<file path="config.mk">
export PLATFORM = sky130hd
export DESIGN_NAME = fetch_unit
export DESIGN_NICKNAME = d
export VERILOG_FILES = /design/src/rtl/fetch_unit.sv
export SDC_FILE = /design/constraint.sdc
export NUM_CORES = 1
export LEC_CHECK = 0
export BUFFER_PORTS_ARGS = -buffer_cell sky130_fd_sc_hd__buf_2
export CAP_MARGIN = 5
export CELL_PAD_IN_SITES_DETAIL_PLACEMENT = 0
export CELL_PAD_IN_SITES_GLOBAL_PLACEMENT = 1
export CORE_MARGIN = 1
export CORE_UTILIZATION = 31
export CTS_CLUSTER_DIAMETER = 40
export CTS_CLUSTER_SIZE = 10
export DETAILED_ROUTE_END_ITERATION = 10
export GPL_TIMING_DRIVEN = 0
export PLACE_DENSITY_LB_ADDON = 0.1
export RECOVER_POWER = 100
export SYNTH_ARGS = -nofsm -noshare
export SYNTH_HDL_FRONTEND = slang
export SYNTH_SLANG_ARGS = --single-unit
</file>
<file path="constraint.sdc">
create_clock -name clk -period 6 [get_ports clk]
set_clock_uncertainty 0.2 [all_clocks]
set_input_delay 0.6 -clock clk [delete_from_list [all_inputs] [get_ports clk]]
set_output_delay 0.6 -clock clk [all_outputs]
set_load 0.02 [all_outputs]
</file>
<file path="src/rtl/fetch_unit.sv">
// Instruction-fetch stage: issues in-order requests at the current PC and queues
// returned instructions with their PCs for decode. Redirects flush the queue.
module fetch_unit #(
  parameter int DEPTH = 2,
  parameter int CNT_W = 2
) (
  input  logic        clk,
  input  logic        res,
  input  logic [31:0] pc_in,
  output logic [31:0] pc_next,
  output logic        pc_write,
  output logic        imem_req_valid,
  output logic [31:0] imem_req_addr,
  input  logic        imem_req_ready,
  input  logic        imem_rsp_valid,
  input  logic [31:0] imem_rsp_data,
  input  logic        redirect_valid,
  input  logic [31:0] redirect_target,
  output logic        if_valid,
  output logic [31:0] if_instr,
  output logic [31:0] if_pc,
  input  logic        id_ready
);

  localparam int PTR_W = (DEPTH > 1) ? $clog2(DEPTH) : 1;
  localparam logic [CNT_W:0] DEPTH_C = (CNT_W + 1)'(DEPTH);

  logic [31:0]      pc_q    [DEPTH];
  logic [31:0]      instr_q [DEPTH];
  logic [PTR_W-1:0] head_reg, tail_reg;
  logic [CNT_W-1:0] count_reg, nfill_reg, drop_reg;

  logic             fire, pop, rsp_drop, rsp_fill, room;
  logic [PTR_W-1:0] fill_ptr;
  logic [CNT_W:0]   drop_next;

  // Responses return in order, so filled entries are always the oldest ones:
  // a fill count from head replaces per-entry filled flags.
  assign fill_ptr = head_reg + PTR_W'(nfill_reg);
  assign room     = ({1'b0, count_reg} + {1'b0, drop_reg}) < DEPTH_C;

  assign imem_req_valid = res & ~redirect_valid & room;
  assign imem_req_addr  = pc_in;
  assign fire           = imem_req_valid & imem_req_ready;

  assign if_valid = res & ~redirect_valid & (count_reg != '0) & (nfill_reg != '0);
  assign if_instr = instr_q[head_reg];
  assign if_pc    = pc_q[head_reg];
  assign pop      = if_valid & id_ready;

  assign rsp_drop = imem_rsp_valid & (drop_reg != '0);
  assign rsp_fill = imem_rsp_valid & (drop_reg == '0) & (nfill_reg < count_reg);

  assign pc_write = res & (redirect_valid | fire);

  always_comb begin
    pc_next = '0;
    if (res) begin
      if (redirect_valid) pc_next = {redirect_target[31:2], 2'b00};
      else                pc_next = pc_in + 32'd4;
    end
  end

  // On a flush every still-unfilled entry becomes a response to discard; a
  // response arriving in the same cycle already accounts for one of them.
  always_comb begin
    drop_next = {1'b0, drop_reg} + {1'b0, count_reg - nfill_reg};
    if (imem_rsp_valid && drop_next != '0)
      drop_next = drop_next - (CNT_W + 1)'(1);
  end

  always_ff @(posedge clk or negedge res) begin
    if (!res) begin
      head_reg  <= '0;
      tail_reg  <= '0;
      count_reg <= '0;
      nfill_reg <= '0;
      drop_reg  <= '0;
    end else if (redirect_valid) begin
      head_reg  <= tail_reg;
      count_reg <= '0;
      nfill_reg <= '0;
      drop_reg  <= CNT_W'(drop_next);
    end else begin
      tail_reg  <= tail_reg + PTR_W'(fire);
      head_reg  <= head_reg + PTR_W'(pop);
      count_reg <= count_reg + CNT_W'(fire) - CNT_W'(pop);
      nfill_reg <= nfill_reg + CNT_W'(rsp_fill) - CNT_W'(pop);
      drop_reg  <= drop_reg - CNT_W'(rsp_drop);
    end
  end

  always_ff @(posedge clk or negedge res) begin
    if (!res) begin
      for (int i = 0; i < DEPTH; i++) begin
        pc_q[i]    <= '0;
        instr_q[i] <= '0;
      end
    end else begin
      if (fire)     pc_q[tail_reg]    <= pc_in;
      if (rsp_fill) instr_q[fill_ptr] <= imem_rsp_data;
    end
  end

endmodule

</file>
# Word-level counts from Yosys, hierarchy flattened
# Cells that the tools add are included.
# classes
bitwise_logic,15
n_reduce_logical,8
addsub,13
magnitude_cmp,7
mux,19
# op_table
op,count
2-to-1 mux 32 bit,10
bitwise mux 64 bit,2
demux 32 bit (select 1 bit),2
"adder 32 x 3 -> 32 bit, second input constant",1
AND 1 bit,10
2-to-1 mux 2 bit,4
adder 2 x 2 -> 3 bit,2
">= comparator 2 bit, second input constant",3
NOT 1 -> 2 bit,3
nonzero test 2 bit,3
subtractor 2 x 1 -> 2 bit,3
adder 2 x 1 -> 2 bit,2
"< comparator 2 x 1 -> 1 bit, second input constant",2
adder 1 bit,3
logical AND 1 bit,3
"< comparator 3 x 2 -> 1 bit, second input constant",1
nonzero test 3 bit,1
logical NOT 2 bit,1
< comparator 2 bit,1
"subtractor 2 x 1 -> 2 bit, second input constant",1
subtractor 2 bit,1
2-to-1 mux 1 bit,1
NOT 1 bit,1
OR 1 bit,1
# totals
reg_bits,136
out_inout_bits,131
in_bits,102
word_cells,71

# Logic depth before layout (Yosys ltp)
# depth
word_depth,7
mapped_depth,12
mapped_depth_nobuf,12

# Worst setup path before layout
# No wires, ideal clock.
# synth_path
kind,input to output
start,input pc_in[2]
end,output pc_next[28]
n_path_buf,1
t_arrival_ns,2.398
setup_slack_ns,2.802
path_stages,6
cell_sequence,ha_1 nand4_1 or2_2 clkbuf_1 o41a_1 a211oi_1
# synth_between
elab_chain_cells,3
# synth_lines
element,line_no,text
"start, declared",9,"input logic [31:0] pc_in,"
adder 32 x 3 -> 32 bit,60,else pc_next = pc_in + 32'd4;
2-to-1 mux 32 bit,59,"if (redirect_valid) pc_next = {redirect_target[31:2], 2'b00};"
2-to-1 mux 32 bit,58,if (res) begin
"end, declared",10,"output logic [31:0] pc_next,"
# No other way between the ends.

# Final worst setup path
# layout_path
start,input res
end,output pc_write
# layout_between
elab_chain_cells,5
# layout_lines
element,line_no,text
"start, declared",8,"input logic res,"
AND 1 bit (2 in a row),42,assign imem_req_valid = res & ~redirect_valid & room;
AND 1 bit,44,assign fire = imem_req_valid & imem_req_ready;
OR 1 bit,54,assign pc_write = res & (redirect_valid | fire);
AND 1 bit *,54,
"end, declared",11,"output logic pc_write,"
# Mark *: on every way between the ends. The rest lies on a longest branch, timed or not.

==> results.yml <==
critical_path:
  crit_slowest_cell: "dlygate4sd3_1"
  crit_chain: "dlygate4sd3_1, buf_6, buf_16, nand2b_1, nor3_1, and2_0, inv_1, a21boi_0, clkbuf_1"
  critPathKind: "in2out"
  crit_required_ns: 5.20
  cp-startpoint: "res"
  r2r-start: "drop_reg[0]$_DFF_PN0_"
  arrival_ns: 3.33
  max_stage_delay_ns: 0.55
  ff2ff_setup_slack_ns: 2.66
  start_kind: "input pin"
  endpoint_kind: "output pin"
  worstPathMaxFanout: 101
floorplan:
  num_rows: 56
  io_pins: 233
  start_util_pct: 31.8
  coreArea_sq_um: 23700
  dieArea_sq_um: 24900
  fp.dieH_um: 158
  die_width_um: 158
synth:
  synth-seq-cells: 136
  synthTopCellsByArea: "dfrtp_1 (45%), mux2_2 (29%), buf_4 (3.2%)"
  syn-cell-area_sq_um: 7540
  ys_seq_area_share_pct: 45.1
  synth_top_area_share_pct: 45.1
  yosysWarnings: 0
  async_flop_share_pct: 100
  syn-num-nets: 755
  syn-instance-count: 638
  synth_edf_count: 0
  avgSynthCellArea_sq_um: 11.8
  yosysTopAreaCell: "dfrtp_1"
  synth_flop_cell: "dfrtp_1"
  ys_types: 48
worst_hold_path:
  hold_path.class: "in2reg"
  hold_path_startpoint: "imem_rsp_data[24]"
drt:
  ant_nets: 0
  vias: 5907
  dr.first_iter.drc_count: 226
  wirelength_um: 22200
  viasPerCell: 4.85
  drc: 0
  routedWlPerCell_um: 18.2
  detailedRoute.firstPassIterationCount: 4
global_routing:
  grt_pass1_wl_um: 34300
  antenna_found_initial: 0
  globalRoute.totalOverflow: 0
  busiest_layer: "met2"
  grt_use_met2_pct: 31.5
  use_met3_pct: 3.37
  grt_max_degree: 102
  grtUsageMet1_pct: 23.4
  grt_use_total_pct: 18.3
  first_global_vias: 6184
sta:
  finalHoldViolCount: 0
  rsz0062_at_grt: "no"
  timing.slew.headroom_pct: 37.7
  fin_setup_tns_ns: 0
  fin_crit_sh_pct: 68.8
  drv_slew: 0
  report.final.setup_viol: 0
  max_freq_mhz: 242
  worst_pin_slew_ns: 0.911
  period_minus_slack_ns: 4.13
placement:
  routabilityCongestion: 0.804
  dpl_cell_area_sq_um: 9110
  dpl.hpwl_um: 16700
  io_buffer_count: 227
cts:
  cts_sinks: 136
  cts_tree: "built"
  ctsResizeCount: 0
  clk_latency_ns: 0.41
  cts_setup_buffers: 0
  clk_pin_slew_ns: 0.07
  cts_buffers: 17
  htree_levels: 4
  clockBufferDepth: 2
  clockRootBuffer: "clkbuf_16"
finish:
  layout_commonest_cell: "mux2_2"
  seq_area_sq_um: 3400
  syn2layout_area_growth_pct: 26.4
  most-common-layout-cells: "mux2_2 (184), clkbuf_1 (155), dfrtp_1 (136)"
  nets: 1003
  reg.largest.list: "instr_q (64), pc_q (64)"
  design_area_sq_um: 9530
  drive_gt1_share_pct: 40.4
  multi_input_area_sq_um: 3640
  num-fill-cells: 2420
pwr:
  switching_share_pct: 36.6
  p_per_area_nw_per_um2: 443
  p_switching_mw: 1.55
  p_clk_share_pct: 25.0
  p_leak_nw: 4.36
  power.internal_mw: 2.68
  combPwrFrac_pct: 39.6
  peakVddDrop_mv: 0.200
  sequentialPowerShare_pct: 35.3
run:
  drv_cap: 0
run_status:
  status: "completed"
[worst paths after layout]
path                                                end  cells past startpoint
max in group asynchronous       instr_q[53]$_DFFE_PN0P_                      3
worst max register to register     pc_q[36]$_DFFE_PN0P_                      9
worst min-delay path            instr_q[24]$_DFFE_PN0P_                      2
worst min register to register     pc_q[63]$_DFFE_PN0P_                      1
worst max-delay path                           pc_write                      9
min in group asynchronous          pc_q[61]$_DFFE_PN0P_                      2
[Yosys cell counts (all sizes together), types with 5 or more instances]
cell / count
dfrtp: 136
inv: 20
xnor2: 17
a211oi: 5
o21ai: 22
nand3: 12
mux2: 192
a31oi: 6
nand4: 10
and2: 5
nor4: 9
ha: 12
nor2: 17
buf: 49
nor2b: 6
a21oi: 7
nor3: 7
o211a: 7
clkbuf: 22
nand2b: 8
and3: 5
nand2: 23
[routing by layer]
metal / routed length [um] / part of all wire, %
met3: 969 / 4.4
met5: 0 / 0
met4: 290 / 1.3
met1: 9870 / 44
met2: 11100 / 50
[cell type report]
cell class / count / area share, %
multi-input cells: 411 / 38.2
clock buffers: 17 / 4.46
clock inverters: 14 / 1.71
plain buffers: 71 / 4.08
diodes: 1 / 0.0263
repair buffers: 229 / 10.8
inverters: 20 / 0.788
well taps: 319 / 4.19
flip-flops and latches: 136 / 35.7
[worst max-delay path: cells and delay by family]
family | cells | cell delay [ns]
buffers and inverters | 5 | 1.65
AOI/OAI and AO/OA | 1 | 0.33
and+or+nand+nor | 3 | 0.68
[power groups by stage]
stage          Clock [mW]  Combinational [mW]  Sequential (mW)
3_5_place_dp            0                1.77             1.51
3_3_place_gp            0                1.73             1.48
2_1_floorplan           0                1.24             1.45
6_report             1.06                1.67             1.49
4_1_cts              1.09                1.78             1.50
5_1_grt              1.13                1.81             1.55
[through the flow]
stage | hold slack, ns | instances | total power, mW | util, % | setup slack, ns
CTS | 0.209 | 1217 | 4.36 | 41.0 | 1.82
finish | 0.222 | 1218 | 4.23 | 40.3 | 1.87
global placement | 0.270 | 1184 | 3.21 | 38.3 | 0.156
floorplan | 0.104 | 638 | 2.69 | - | 2.80
detailed placement | 0.288 | 1185 | 3.28 | 38.5 | 2.03
global route | 0.213 | 1217 | 4.49 | 40.2 | 1.47
[cells by family (layout without fill, tap and decap cells)]
logic type               after synthesis  after routing  synth area share [%]
AO/OA/AOI/OAI                         66             66                  6.09
XOR/XNOR                              21             21                  2.44
adder cells (fa/ha/maj)               15             15                  2.79
buffers and inverters                 91            351                  6.26
flip-flops                           136            136                  45.1
multiplexers                         194            194                  28.9
other                                  0              1                     0
AND/OR/NAND/NOR                      115            115                  8.35
[repair_timing]
item,in CTS,in global routing
endpoints found under the hold margin,38,0
hold buffers,1,0
endpoints found under the setup margin,0,0
(Power assumes the default switching activity.)
